<file path="src/rtl/imem_loader_pkg.sv">
// Shared types and constants for the instruction-memory loader.
//   state_t    : loader FSM states (also exported on the debug port)
//   BYTE_W     : stream byte width
//   LANES      : bytes per instruction word
//   WORD_W     : assembled word width
//   LANE_IDX_W : width of the byte-lane index
package loader_pkg;
    localparam int BYTE_W     = 8;
    localparam int LANES      = 4;
    localparam int WORD_W     = BYTE_W * LANES;
    localparam int LANE_IDX_W = 2;

    typedef enum logic [2:0] {
        ST_HDR   = 3'd0,
        ST_DATA  = 3'd1,
        ST_WRITE = 3'd2,
        ST_CSUM  = 3'd3,
        ST_DONE  = 3'd4,
        ST_ERR   = 3'd5
    } state_t;
endpackage

</file>
<file path="src/rtl/imem_loader_if.sv">
// Byte-stream handshake between a producer and the loader.
//   byte_valid_i : producer has a byte on byte_i
//   byte_i       : stream byte
//   byte_ready_o : loader accepts byte_i this cycle
// Handshake: a byte transfers on a rising edge where byte_valid_i && byte_ready_o.
// The producer keeps byte_i stable and byte_valid_i high until the transfer;
// byte_ready_o never depends combinationally on byte_valid_i.
interface imem_loader_if;
    import loader_pkg::*;

    logic              byte_valid_i;
    logic [BYTE_W-1:0] byte_i;
    logic              byte_ready_o;

    modport master (output byte_valid_i, output byte_i, input byte_ready_o);
    modport slave  (input byte_valid_i, input byte_i, output byte_ready_o);
endinterface

</file>
<file path="src/rtl/imem_loader_byte_packer.sv">
// Assembles four stream bytes into a little-endian word.
//   clk_i, rst_i : clock, synchronous active-high reset
//   clear_i      : restart assembly at lane 0 (wins over accept_i)
//   accept_i     : byte_i is consumed into the current lane
//   byte_i       : incoming byte
//   word_o       : stored lanes with byte_i merged into the current lane,
//                  so on the final accept it is already the complete word
//   last_byte_o  : the current lane is the top lane
module byte_packer
    import loader_pkg::*;
(
    input  logic              clk_i,
    input  logic              rst_i,
    input  logic              clear_i,
    input  logic              accept_i,
    input  logic [BYTE_W-1:0] byte_i,
    output logic [WORD_W-1:0] word_o,
    output logic              last_byte_o
);
    logic [LANE_IDX_W-1:0] idx_q, idx_d;
    logic [WORD_W-1:0]     word_q, word_d;

    always_comb begin
        word_o = word_q;
        word_o[{idx_q, 3'b000} +: BYTE_W] = byte_i;
    end

    assign last_byte_o = (idx_q == LANE_IDX_W'(LANES - 1));

    always_comb begin
        idx_d  = idx_q;
        word_d = word_q;
        if (clear_i) begin
            idx_d  = '0;
            word_d = '0;
        end else if (accept_i) begin
            idx_d  = idx_q + LANE_IDX_W'(1);
            word_d = word_o;
        end
    end

    always_ff @(posedge clk_i) begin
        if (rst_i) begin
            idx_q  <= '0;
            word_q <= '0;
        end else begin
            idx_q  <= idx_d;
            word_q <= word_d;
        end
    end
endmodule

</file>
<file path="src/rtl/imem_loader.sv">
// Byte-serial program loader. Parses a frame (count N, 4*N little-endian data
// bytes, XOR checksum), writes each word into instruction memory and holds the
// core in reset until a frame has loaded with a good checksum.
//   clk_i, rst_i : clock, synchronous active-high reset
//   start_i      : restart a load from the header (wins over a same-cycle byte)
//   bs           : byte-stream handshake (slave side)
//   we_o, waddr_o, wdata_o : instruction memory write port
//   cpu_rst_o    : core reset, low only after a clean load
//   done_o       : frame loaded, checksum good
//   err_o        : frame rejected
//   dbg_state_o  : current FSM state
module imem_loader
    import loader_pkg::*;
#(
    parameter int DATAWIDTH = 32,
    parameter int NUMWORDS  = 32,
    parameter int ADDRWIDTH = $clog2(NUMWORDS)
) (
    input  logic                 clk_i,
    input  logic                 rst_i,
    input  logic                 start_i,
    imem_loader_if.slave         bs,
    output logic                 we_o,
    output logic [ADDRWIDTH-1:0] waddr_o,
    output logic [DATAWIDTH-1:0] wdata_o,
    output logic                 cpu_rst_o,
    output logic                 done_o,
    output logic                 err_o,
    output state_t               dbg_state_o
);
    state_t                state_q, state_d;
    logic [ADDRWIDTH-1:0]  last_q, last_d;    // N-1: address of the final word
    logic [ADDRWIDTH-1:0]  addr_q, addr_d;
    logic [BYTE_W-1:0]     csum_q, csum_d;
    logic [ADDRWIDTH-1:0]  waddr_q, waddr_d;
    logic [DATAWIDTH-1:0]  wdata_q, wdata_d;

    logic              ready;
    logic              hs;
    logic              hdr_bad;
    logic              pk_clear;
    logic              pk_accept;
    logic [WORD_W-1:0] pk_word;
    logic              pk_last;

    // Ready is a pure state decode, so it never follows byte_valid_i.
    assign ready   = (state_q == ST_HDR) || (state_q == ST_DATA) || (state_q == ST_CSUM);
    assign hs      = bs.byte_valid_i && ready;
    assign hdr_bad = (bs.byte_i == '0) || (int'({24'b0, bs.byte_i}) > NUMWORDS);

    byte_packer u_packer (
        .clk_i       (clk_i),
        .rst_i       (rst_i),
        .clear_i     (pk_clear),
        .accept_i    (pk_accept),
        .byte_i      (bs.byte_i),
        .word_o      (pk_word),
        .last_byte_o (pk_last)
    );

    always_comb begin
        state_d   = state_q;
        last_d    = last_q;
        addr_d    = addr_q;
        csum_d    = csum_q;
        waddr_d   = waddr_q;
        wdata_d   = wdata_q;
        pk_clear  = 1'b0;
        pk_accept = 1'b0;

        if (start_i) begin
            // Any byte handshaking this cycle is dropped.
            state_d  = ST_HDR;
            pk_clear = 1'b1;
        end else begin
            unique case (state_q)
                ST_HDR: begin
                    if (hs) begin
                        if (hdr_bad) begin
                            state_d = ST_ERR;
                        end else begin
                            last_d   = ADDRWIDTH'(bs.byte_i - 8'd1);
                            addr_d   = '0;
                            csum_d   = bs.byte_i;
                            pk_clear = 1'b1;
                            state_d  = ST_DATA;
                        end
                    end
                end
                ST_DATA: begin
                    if (hs) begin
                        pk_accept = 1'b1;
                        csum_d    = csum_q ^ bs.byte_i;
                        if (pk_last) begin
                            // Capture the port values now so they hold after WRITE.
                            waddr_d = addr_q;
                            wdata_d = pk_word;
                            state_d = ST_WRITE;
                        end
                    end
                end
                ST_WRITE: begin
                    if (addr_q == last_q) begin
                        state_d = ST_CSUM;
                    end else begin
                        addr_d  = addr_q + ADDRWIDTH'(1);
                        state_d = ST_DATA;
                    end
                end
                ST_CSUM: begin
                    if (hs) begin
                        state_d = (bs.byte_i == csum_q) ? ST_DONE : ST_ERR;
                    end
                end
                ST_DONE: state_d = ST_DONE;
                ST_ERR:  state_d = ST_ERR;
                default: state_d = ST_HDR;
            endcase
        end
    end

    always_ff @(posedge clk_i) begin
        if (rst_i) begin
            state_q <= ST_HDR;
            last_q  <= '0;
            addr_q  <= '0;
            csum_q  <= '0;
            waddr_q <= '0;
            wdata_q <= '0;
        end else begin
            state_q <= state_d;
            last_q  <= last_d;
            addr_q  <= addr_d;
            csum_q  <= csum_d;
            waddr_q <= waddr_d;
            wdata_q <= wdata_d;
        end
    end

    assign bs.byte_ready_o = ready;
    assign we_o            = (state_q == ST_WRITE);
    assign waddr_o         = waddr_q;
    assign wdata_o         = wdata_q;
    assign done_o          = (state_q == ST_DONE);
    assign err_o           = (state_q == ST_ERR);
    assign cpu_rst_o       = (state_q != ST_DONE);
    assign dbg_state_o     = state_q;
endmodule

</file>
<file path="src/flat_wrapper.sv">
// flat-port wrapper written by rule: the top's interface ports become plain ports
module imem_loader_flat import loader_pkg::*;
#(
    parameter int DATAWIDTH = 32,
    parameter int NUMWORDS  = 32,
    parameter int ADDRWIDTH = $clog2(NUMWORDS)
)
  (clk_i, rst_i, start_i, we_o, waddr_o, wdata_o, cpu_rst_o, done_o, err_o, dbg_state_o, bs_byte_valid_i, bs_byte_i, bs_byte_ready_o);
  imem_loader_if bs_i ();
  input  logic clk_i;
  input  logic rst_i;
  input  logic start_i;
  output logic we_o;
  output logic [ADDRWIDTH-1:0] waddr_o;
  output logic [DATAWIDTH-1:0] wdata_o;
  output logic cpu_rst_o;
  output logic done_o;
  output logic err_o;
  output state_t dbg_state_o;
  input wire logic [$bits(bs_i.byte_valid_i)-1:0] bs_byte_valid_i;
  input wire logic [$bits(bs_i.byte_i)-1:0] bs_byte_i;
  output wire logic [$bits(bs_i.byte_ready_o)-1:0] bs_byte_ready_o;
  assign bs_i.byte_valid_i = bs_byte_valid_i;
  assign bs_i.byte_i = bs_byte_i;
  assign bs_byte_ready_o = bs_i.byte_ready_o;
  imem_loader #(.DATAWIDTH(DATAWIDTH), .NUMWORDS(NUMWORDS), .ADDRWIDTH(ADDRWIDTH)) u_core (.clk_i(clk_i), .rst_i(rst_i), .start_i(start_i), .bs(bs_i), .we_o(we_o), .waddr_o(waddr_o), .wdata_o(wdata_o), .cpu_rst_o(cpu_rst_o), .done_o(done_o), .err_o(err_o), .dbg_state_o(dbg_state_o));
endmodule
</file>
<file path="config.mk">
export PLATFORM = sky130hd
export DESIGN_NAME = imem_loader_flat
export DESIGN_NICKNAME = d
export VERILOG_FILES = /design/src/rtl/imem_loader_pkg.sv /design/src/rtl/imem_loader_if.sv /design/src/rtl/imem_loader_byte_packer.sv /design/src/rtl/imem_loader.sv /design/src/flat_wrapper.sv
export SDC_FILE = /design/constraint.sdc
export NUM_CORES = 1
export LEC_CHECK = 0
export BUFFER_PORTS_ARGS = -buffer_cell sky130_fd_sc_hd__buf_2
export CAP_MARGIN = 5
export CORE_MARGIN = 2
export CORE_UTILIZATION = 37
export CTS_CLUSTER_SIZE = 10
export DETAILED_ROUTE_END_ITERATION = 8
export HOLD_SLACK_MARGIN = 0.1
export PLACE_DENSITY = 0.65
export SETUP_SLACK_MARGIN = 0.2
export SYNTH_ARGS = -nofsm -noshare
export SYNTH_HDL_FRONTEND = slang
export SYNTH_SLANG_ARGS = --single-unit
</file>
<file path="constraint.sdc">
create_clock -name clk_i -period 1.85 [get_ports clk_i]
set_input_delay 0.0925 -clock clk_i [delete_from_list [all_inputs] [get_ports clk_i]]
set_output_delay 0.0925 -clock clk_i [all_outputs]
set_load 0.005 [all_outputs]
</file>
# Word-level counts from Yosys, hierarchy flattened
# Cells that the tools add are included.
# classes
muxes,24
n_eq_ne,15
n_shift,2
n_addsub,4
div,0
magnitude_cmp,1
reduce_logical,15
n_mul,0
bitwise,3
# op_table
cell,count
bitwise mux 32 bit,1
"variable shift 8 x 7 -> 32 bit, first input constant",1
variable part select 8 x 7 -> 32 bit,1
two-way mux 8 bit,3
case mux 3 bit (6 select lines),1
case mux 8 bit (2 select lines),1
two-way mux 3 bit,5
two-way mux 5 bit,3
AND reduction 4 bit,3
case mux 5 bit (2 select lines),1
AND reduction 5 bit,2
equality test 8 bit,1
"> comparator 8 x 6 -> 1 bit, second input constant",1
logical NOT 8 bit,1
two-way mux 1 bit,8
"inequality test 2 x 1 -> 1 bit, second input constant",4
XOR 8 bit,1
negation 5 -> 7 bit,1
"equality test 3 x 2 -> 1 bit, second input constant",2
"equality test 3 bit, second input constant",2
"adder 5 x 1 -> 5 bit, second input constant",1
equality test 5 bit,1
"subtractor 5 x 1 -> 5 bit, second input constant",1
"inequality test 2 bit, second input constant",2
other kinds (11),16
# word_totals
mem_bits_ro,0
mem_count,0
ramBits,0
ff_bits,92
latchBits,0
out_inout_bits,45
elab_cells,72

# Longest topological paths before layout
# Gate-level depths: netlist of the first run.
# depth
depth_word,8
mapped_depth,9
ltp_nobuf,7

# Hierarchy
# A second synthesis of the first run with hierarchy kept.
# hier_totals
cells_unflattened,536
area_unflattened_um2,4413.0
# modules_own_cells
mod,seq_area_each_um2,n_inst,area_each_um2,cells_per_inst
imem_loader,1161.1,1,2613.8,330
byte_packer,680.7,1,1799.2,206

# Worst setup path before layout of the first run
# OpenSTA, ideal clock, no wires.
# synth_timing
path_type,register -> register
start,register u_core.u_packer.idx_q[0]
end,register u_core.u_packer.word_q[0]
required_time_ns,1.764
period_less_slack_ns,1.921
path_stages_with_launch,6
t_arrival_ns,1.836
setup_ns,0.086
slack_ns,-0.071
path_cell_list,dfxtp_1 > inv_1 > ha_1 > nor3_1 > a21oi_1 > a211oi_1
# synth_via
elab_chain_len,3
# synth_lines
element,line_no,source
from (decl),imem_loader_byte_packer.sv:20,"logic [LANE_IDX_W-1:0] idx_q, idx_d;"
from (signal assigned),imem_loader_byte_packer.sv:47,idx_q <= idx_d;
negation 5 -> 7 bit *,imem_loader_byte_packer.sv:25,"word_o[{idx_q, 3'b000} +: BYTE_W] = byte_i;"
variable part select 8 x 7 -> 32 bit or variable shift 8 x 7 -> 32 bit (tied branches),imem_loader_byte_packer.sv:25,
bitwise mux 32 bit *,imem_loader_byte_packer.sv:25,
to (signal assigned),imem_loader_byte_packer.sv:48,word_q <= word_d;
to (decl),imem_loader_byte_packer.sv:21,"logic [WORD_W-1:0] word_q, word_d;"
# Every way passes the cells marked *; elsewhere a longest branch is shown, timed or not.
# A chain may end at the register's enable or synchronous reset.

# Final worst setup path of the first run
# Same ends and word-level chain as after synthesis.

==> flow_summary.toml, run 1 <==
[floorplan]
start_util = 0.3801
core-area_um2 = 12010
dieHeight_um = 115.1
std_cell_rows = 40
die_w_um = 115.1
io_pins = 57
dieArea_um2 = 13240

[logic_synthesis]
synthFlopType = "dfxtp_1"
yosysSeqAreaShare = 0.4034
synth.most_common_cell = "dfxtp_1"
ys_seq_elements = 92
yosys.area.top_type_share = 0.4034
async_flop_share = 0
synth_top_area_cell = "dfxtp_1"
synth_cells = 517
ys.warnings.count = 0
synth_area_leaders = "dfxtp_1 (40%), a211oi_2 (8.8%), nor2_1 (6.8%)"
syn-num-nets = 537
syn_area_um2 = 4566
synth.top_cells.by_count = "dfxtp_1 (92), nor2_1 (83), a21oi_1 (49)"
syn_area_per_cell_um2 = 8.831
ys_types = 47
synth_edf_count = 0

[timing]
fin_tns_setup_ps = 0
min_period_ps = 1724
fmax_mhz = 580.1
hold_violations = 0
tightest_slew_ps = 786.9
rsz0062_at_grt = "yes"
fin_crit_sh = 0.9317
slew_headroom = 0.4754
drv_slew = 0
clock_skew_ps = 3.074
setup_violations = 0

[final_layout]
fill_cells = 1100
instances_no_fill = 736
synthToLayoutAreaGrowth_pct = 32.47
drive_above_1_share = 0.3939
diodes = 0
seq_area_um2 = 1853
multi_input_area_um2 = 2863
fin_area_um2 = 6048
nNetsFinal = 604

[placed_design]
portBuffers = 56
dp_hpwl_mm = 7.339
routabilityCongestion = 0.8368
placedCellCount = 701
dpl_cell_area_um2 = 5161

[power_and_ir_drop]
ir_worst_vdd_uv = 435.4
p_sw_frac = 0.2366
p_leak_uw = 0.002166
power.switching_uw = 1048
clkPwrFrac = 0.451
power.density_nw_per_um2 = 732.3
p_seq_frac = 0.462
power.internal_uw = 3381
p_comb_frac = 0.087

[worst_setup_path]
arrival_ps = 1980
path_max_fanout = 5
reg2reg_from = "u_core.u_packer.idx_q[0]$_SDFFE_PP0P_"
cp-endpoint = "u_core.u_packer.word_q[0]$_SDFFE_PP0P_"
rr_endpoint = "u_core.u_packer.word_q[0]$_SDFFE_PP0P_"
startpoint = "u_core.u_packer.idx_q[0]$_SDFFE_PP0P_"
setup.worst_path.start_class = "flop"
reg2reg_depth = 7
r2r_slack_ps = 130
path_class = "reg2reg"
crit_required_ps = 2110
end_kind = "flop"

[drt]
drt-initial-drc-count = 203
via_per_inst = 5.412
num_vias = 3983
drc = 0
wirelength_mm = 11.76
wire_per_inst_um = 15.98
ant_nets = 0
dr.pass1.iters = 4

[clocking]
cts_buffer_depth = 2
path_clk_slew_ps = 60
cts_tree = "built"
root_buffer = "clkbuf_16"
cts.sink_count = 92
ctsHtreeMaxLevel = 3
clk_latency_ps = 340
cts_buffers = 9

[global_routing]
grt_use_met1 = 0.2273
grt_pass1_vias = 3708
busiest_layer = "met2"
grtUsageTotal = 0.1754
grt_start_max_net_pins = 68
grtUsageMet2 = 0.2886
antenna_found_initial = 0
grt_pass1_wl_mm = 18.44
grt_overflow_total = 0
met3_usage = 0.03216

[job]
cap_violations = 0

[status]
status = "finished, final reports clean"

[hold_path]
hold_path.class = "in2reg"
-- cells in the final DEF (no fill, tap or decap), drive strengths merged, types with 3 or more instances in the layout --
cell    synthesis  layout
xor2            7       7
o21ai           3       3
clkbuf         15      13
nor3            7       7
nor3b           3       3
o211ai          3       3
inv            11      10
ha              8       8
xnor2           9       9
buf            29      98
nand2          27      27
nand2b          4       4
nor2b          35      35
or4             4       4
a21o            7       7
a31oi           6       6
dfxtp          92      92
nor2           83      83
mux2i           6       6
nand3          21      21
a211oi         69      69
a21oi          49      49
-- cell type report --
type | instances | share of cell area
multi-input combinational | 370 | 0.4733
sequential | 92 | 0.3064
clock inverter | 4 | 0.01200
timing repair buffer | 100 | 0.1285
clock buffer | 12 | 0.04075
tap | 147 | 0.03041
inverter | 11 | 0.008688
-- power groups by stage --
stage / combinational [µW] / clock [µW] / sequential (µW)
global route: 418 / 2120 / 2050
global placement: 332 / 0 / 2080
CTS: 349 / 2030 / 2040
detailed placement: 340 / 0 / 2090
finish: 386 / 2000 / 2040
floorplan: 259 / 0 / 2080
-- worst min path at each step --
stage,startpoint,end,slack (ps),depth (start not counted)
after floorplan,bs_byte_valid_i,u_core.dbg_state_o[2]$_SDFFE_PP0P_,280,2
after global placement,bs_byte_valid_i,u_core.dbg_state_o[2]$_SDFFE_PP0P_,440,3
after detailed placement,bs_byte_valid_i,u_core.dbg_state_o[2]$_SDFFE_PP0P_,450,3
after CTS,rst_i,u_core.dbg_state_o[2]$_SDFFE_PP0P_,110,3
after global routing,rst_i,u_core.dbg_state_o[2]$_SDFFE_PP0P_,140,3
final,rst_i,u_core.dbg_state_o[2]$_SDFFE_PP0P_,130,3
-- sequential cells by signal, indices dropped and copies added (netlist names) --
signal / cells
u_core.dbg_state_o: 3
u_core.u_packer.idx_q: 2
u_core.csum_q: 8
u_core.wdata_o: 32
u_core.last_q: 5
u_core.waddr_o: 5
u_core.addr_q: 5
u_core.u_packer.word_q: 32
-- layer usage --
layer  routed length (µm)  share of wire
met5                    0              0
met4                  280          0.024
met3                  563          0.048
met2                 5729           0.49
met1                 5186           0.44
-- cell families after synthesis --
kind of cell,share of synthesized area
AND/OR/NAND/NOR,0.2094
XOR/XNOR,0.03069
AO/OA/AOI/OAI,0.2455
flip-flops,0.4034
buffers and inverters,0.07016
multiplexers,0.01891
adder cells (fa/ha/maj),0.02192
-- metrics by stage --
stage	hold WS [ps]	utilization	setup WS, ps	power, µW
floorplan	277.7	-	142.9	2338
global placement	437.2	0.4297	97.14	2416
detailed placement	454.6	0.4297	31.20	2427
CTS	114.5	0.4686	145.5	4421
global route	137.7	0.5035	74.57	4584
finish	126.0	0.5035	126.3	4429
-- critical path, cell delays in order, from the launching register on --
cell	delay, ps
dfxtp_4	360
clkinvlp_4	150
ha_4	290
buf_4	150
nor3_4	160
buf_6	180
a21oi_1	100
a211oi_1	250
-- what timing repair did --
item                                    in CTS  in global routing
cloned                                       1                  1
gates resized for setup                     15                 64
setup buffers                                6                 10
endpoints found under the setup margin      64                 69
endpoints found under the hold margin        1                  0
hold buffers                                 1                  0
pin swaps                                   22                 38
Note: power is estimated with default switching activity, not from simulation.
==> inputs of run 2 (changes only) <==
--- a/config.mk
+++ b/config.mk
@@ -12,7 +12,9 @@
 export CTS_CLUSTER_SIZE = 10
 export DETAILED_ROUTE_END_ITERATION = 8
 export HOLD_SLACK_MARGIN = 0.1
-export PLACE_DENSITY = 0.65
+export MAX_ROUTING_LAYER = met4
+export PLACE_DENSITY = 0.63
+export RECOVER_POWER = 50
 export SETUP_SLACK_MARGIN = 0.2
 export SYNTH_ARGS = -nofsm -noshare
 export SYNTH_HDL_FRONTEND = slang
==> constraint.sdc (replaced) <==
create_clock -name clk_i -period 1.8 [get_ports clk_i]
set_input_delay 0.09 -clock clk_i [delete_from_list [all_inputs] [get_ports clk_i]]
set_output_delay 0.09 -clock clk_i [all_outputs]
set_load 0.005 [all_outputs]
==> run 2 against run 1 <==
Effect of this change: non-clock buffer count grew 8; cell count grew 1.1%; critical path depth grew 1; highest routed layer unchanged; flip-flop and latch count is the same; largest power group unchanged.
==> flow_summary.toml, run 2 (synthesized netlist as in run 1, its figures left out) <==
[clocking]
cts_tree = "built"
path_clk_slew_ps = 70
cts_buffer_depth = 2
cts.sink_count = 92
ctsHtreeMaxLevel = 3
clk_latency_ps = 340
root_buffer = "clkbuf_16"
cts_buffers = 9

[timing]
slew_headroom = 0.4781
min_period_ps = 1710
setup_violations = 0
clock_skew_ps = 5.025
setup_ws_ps = 90.30
hold_violations = 0
tightest_slew_ps = 782.8
drv_slew = 0
rsz0062_at_grt = "yes"
fin_tns_setup_ps = 0
fmax_mhz = 584.9
fin_crit_sh = 0.9498
holdWs_ps = 114.2

[final_layout]
nNetsFinal = 612
fill_cells = 1143
synthToLayoutAreaGrowth_pct = 29.93
drive_above_1_share = 0.3434
mostFrequentLayoutCells = "dfxtp_1 (90), nor2_1 (82), a211oi_2 (43), buf_2 (37), nor2b_1 (33)"
instances_no_fill = 744
final_common_cell = "dfxtp_1"
diodes = 0

[floorplan]
std_cell_rows = 40
core-area_um2 = 12010
dieHeight_um = 115.1
io_pins = 57
dieArea_um2 = 13240
start_util = 0.3801
die_w_um = 115.1

[drt]
num_vias = 3883
via_per_inst = 5.219
ant_nets = 0
wirelength_mm = 11.34
drc = 0
wire_per_inst_um = 15.24
dr.pass1.iters = 4
drt-initial-drc-count = 208

[global_routing]
grt_pass1_wl_mm = 18.44
antenna_found_initial = 0
grtUsageTotal = 0.1810
grt_pass1_vias = 3716
met3_usage = 0.03268
grt_use_met1 = 0.2291
grt_overflow_total = 0
busiest_layer = "met2"
grt_start_max_net_pins = 68
grtUsageMet2 = 0.2875

[job]
cap_violations = 0

[worst_setup_path]
path_cells = "clkbuf_1 > inv_6 > ha_4 > nor4b_1 > mux2_4 > and3_4 > o21bai_4 > mux2_2"
setup.worst_path.start_class = "input pin"
crit_family = "simple AND/OR/NAND/NOR gates"
path_class = "in2reg"
end_kind = "flop"
worstPathBufferInverterCount = 2
slowest_stage = "nor4b_1"
arrival_ps = 1940
path_max_fanout = 5
slowest_delay_ps = 470
crit_required_ps = 2030

[placed_design]
portBuffers = 56
placedCellCount = 705
place_ws_ps = -33.82
routabilityCongestion = 0.8855
dp_hpwl_mm = 7.200

[power_and_ir_drop]
power.density_nw_per_um2 = 732.9
power.total_uw = 4348
ir_worst_vdd_uv = 464.5
p_leak_uw = 0.002098

[status]
status = "finished, final reports clean"

[hold_path]
hold_path.class = "in2reg"
run 2: what timing repair did:
item | CTS | global route
endpoints found under the hold margin | 1 | 0
pin swaps | 35 | 22
setup endpoints to repair | 74 | 80
hold buffers | 1 | 0
gates cloned | 1 | 2
setup buffers | 10 | 9
gates resized for setup | 42 | 30
run 2: worst paths after layout:
path                                       from                                  to  depth (start not counted)  slack (ps)
max reg2reg  u_core.dbg_state_o[0]$_SDFFE_PP0P_     u_core.wdata_o[31]$_SDFFE_PP0P_                          7         100
max                                bs_byte_i[1]       u_core.addr_q[0]$_SDFFE_PP0P_                          8          90
min                                       rst_i  u_core.dbg_state_o[1]$_SDFFE_PP0P_                          3         110
min reg2reg      u_core.waddr_o[4]$_SDFFE_PP0P_      u_core.waddr_o[4]$_SDFFE_PP0P_                          2         490
run 2: report_power, final:
| part | internal, µW | switching [µW] | total (µW) |
|---|---|---|---|
| sequential | 2060 | 35.7 | 2100 |
| combinational | 155 | 231 | 386 |
| clock | 1050 | 807 | 1860 |
run 2: cell type report:
type | instances | area [µm²] | area share
sequential | 92 | 1847 | 0.3113
inverter | 11 | 52.55 | 0.008859
timing repair buffer | 108 | 823.3 | 0.1388
tap | 147 | 183.9 | 0.03101
clock buffer | 12 | 266.5 | 0.04493
multi-input combinational | 370 | 2728 | 0.4598
clock inverter | 4 | 31.28 | 0.005273
run 2: through the flow:
stage | cell area [µm²] | util
finish | 5932 | 0.4939
global placement | 5150 | 0.4288
detailed placement | 5150 | 0.4288
CTS | 5739 | 0.4778
floorplan | 4755 | -
global route | 5932 | 0.4939
run 2: tightest hold or removal path, delay by kind of cell:
family	cells	cell delay [ps]
and+or+nand+nor	2	240
buffers and inverters	1	90
run 2: routing by layer:
metal  part of all wire  wire (µm)  vias up
met3              0.038        431       17
met4              0.017        197        0
li1                   -          -     1970
met1               0.46       5230     1827
met2               0.48       5479       69
met5                  0          0        -
==> inputs of run 3 (changes only) <==
--- a/config.mk
+++ b/config.mk
@@ -8,12 +8,12 @@
 export BUFFER_PORTS_ARGS = -buffer_cell sky130_fd_sc_hd__buf_2
 export CAP_MARGIN = 5
 export CORE_MARGIN = 2
-export CORE_UTILIZATION = 37
+export CORE_UTILIZATION = 40
 export CTS_CLUSTER_SIZE = 10
 export DETAILED_ROUTE_END_ITERATION = 8
 export HOLD_SLACK_MARGIN = 0.1
 export MAX_ROUTING_LAYER = met4
-export PLACE_DENSITY = 0.63
+export PLACE_DENSITY = 0.67
 export RECOVER_POWER = 50
 export SETUP_SLACK_MARGIN = 0.2
 export SYNTH_ARGS = -nofsm -noshare
==> run 3 against run 2 <==
Effect of this change: via count up 0.88%; clock power up 9%; register-to-register slack worse by 20 ps; total power up 3.7%; core utilization up 2.9 points; clock skew up 5.6 ps; combinational power up 1%.
==> flow_summary.toml, run 3 (synthesized netlist as in run 1, its figures left out) <==
[floorplan]
io_pins = 57
dieHeight_um = 110.8
die_w_um = 110.8
core-area_um2 = 11270
start_util = 0.4050
std_cell_rows = 39
dieArea_um2 = 12280

[timing]
min_period_ps = 1717
fmax_mhz = 582.4
rsz0062_at_grt = "yes"
clock_skew_ps = 10.61
setup_violations = 0
tightest_slew_ps = 793.4
slew_headroom = 0.4711
hold_violations = 0
fin_crit_sh = 0.9538
drv_slew = 0

[clocking]
cts_buffer_depth = 2
cts_tree = "built"
cts.sink_count = 92
ctsHtreeMaxLevel = 3
clk_latency_ps = 340
root_buffer = "clkbuf_16"
path_clk_slew_ps = 60
cts_buffers = 9

[worst_setup_path]
path_max_fanout = 8
path_cells = "clkinvlp_4 > ha_4 > buf_4 > nor3_4 > buf_6 > a21oi_1 > a211oi_1"
slowest_delay_ps = 360
reg2reg_depth = 7
end_kind = "flop"
setup.worst_path.start_class = "flop"
slowest_stage = "dfxtp_4"
crit_family = "buffers and inverters"
arrival_ps = 1970
path_depth = 7
path_class = "reg2reg"
crit_required_ps = 2050
worstPathBufferInverterCount = 3

[drt]
drc = 0
drt-initial-drc-count = 169
wire_per_inst_um = 16.03
num_vias = 3917
via_per_inst = 5.337
wirelength_mm = 11.77
ant_nets = 0
dr.pass1.iters = 4

[placed_design]
dpl_cell_area_um2 = 5122
dp_hpwl_mm = 7.120
routabilityCongestion = 0.9185
portBuffers = 56
placedCellCount = 698

[final_layout]
fin_area_um2 = 5896
mostFrequentLayoutCells = "dfxtp_1 (89), nor2_1 (82), a211oi_2 (50), buf_2 (39), nor2b_1 (33)"
nNetsFinal = 606
diodes = 0
final_common_cell = "dfxtp_1"
drive_above_1_share = 0.3519
synthToLayoutAreaGrowth_pct = 29.13
instances_no_fill = 734

[power_and_ir_drop]
power.density_nw_per_um2 = 764.5
power.total_uw = 4507
ir_worst_vdd_uv = 466.5
p_leak_uw = 0.002072

[global_routing]
grt_start_max_net_pins = 68
antenna_found_initial = 0
grtUsageTotal = 0.1945
grt_pass1_vias = 3883
grt_overflow_total = 0
grt_pass1_wl_mm = 19.24

[hold_path]
hold-path-cell-count = 3
hold_path.class = "in2reg"

[job]
cap_violations = 0

[status]
status = "finished, final reports clean"
==> run 3: final timing paths <==
path | to | from | slack (ps)
setup / recovery | u_core.u_packer.word_q[2]$_SDFFE_PP0P_ | u_core.u_packer.idx_q[0]$_SDFFE_PP0P_ | 80
hold / removal | u_core.dbg_state_o[2]$_SDFFE_PP0P_ | rst_i | 110
setup reg to reg | u_core.u_packer.word_q[2]$_SDFFE_PP0P_ | u_core.u_packer.idx_q[0]$_SDFFE_PP0P_ | 80
hold reg to reg | u_core.u_packer.word_q[31]$_SDFFE_PP0P_ | u_core.u_packer.word_q[31]$_SDFFE_PP0P_ | 500
==> run 3: stage by stage <==
stage | setup TNS [ps] | util | hold slack [ps] | setup WS, ps
2_1_floorplan | 0 | - | 275.2 | 95.06
3_3_place_gp | 0 | 0.4544 | 430.5 | 47.18
3_5_place_dp | -5.270 | 0.4544 | 441.9 | -5.270
4_1_cts | 0 | 0.5018 | 106.1 | 142.8
5_1_grt | 0 | 0.5230 | 126.5 | 4.424
6_report | 0 | 0.5230 | 108.2 | 83.11
==> run 3: layout make-up <==
class,count,area (µm²)
Tap cell,143,178.9
Multi-Input combinational cell,370,2775
Sequential cell,92,1851
Clock inverter,4,53.80
Fill cell,989,5376
Clock buffer,12,266.5
Timing Repair Buffer,102,718.2
Inverter,11,52.55
==> run 3: timing repair <==
action / in CTS / in global routing
resized for setup: 35 / 41
cloned: 1 / 2
setup buffers: 6 / 10
hold endpoints to repair: 1 / 0
pin swaps: 25 / 32
setup endpoints to repair: 77 / 82
hold buffers: 1 / 0
==> run 3: worst register-to-register path, stage by stage (launching register included) <==
cell        delay [ps]
dfxtp_4            360
clkinvlp_4         140
ha_4               280
buf_4              150
nor3_4             180
buf_6              180
a21oi_1            130
a211oi_1           230
==> run 3: power by group <==
part / internal, µW / switching, µW
Combinational: 154 / 237
Clock: 1200 / 819
Sequential: 2060 / 37.7
==> run 3: metal layers <==
metal | wire, µm | GRT usage
met3 | 570 | 0.03226
met5 | 0 | -
met4 | 193 | 0.07333
met2 | 5797 | 0.3194
met1 | 5209 | 0.2414
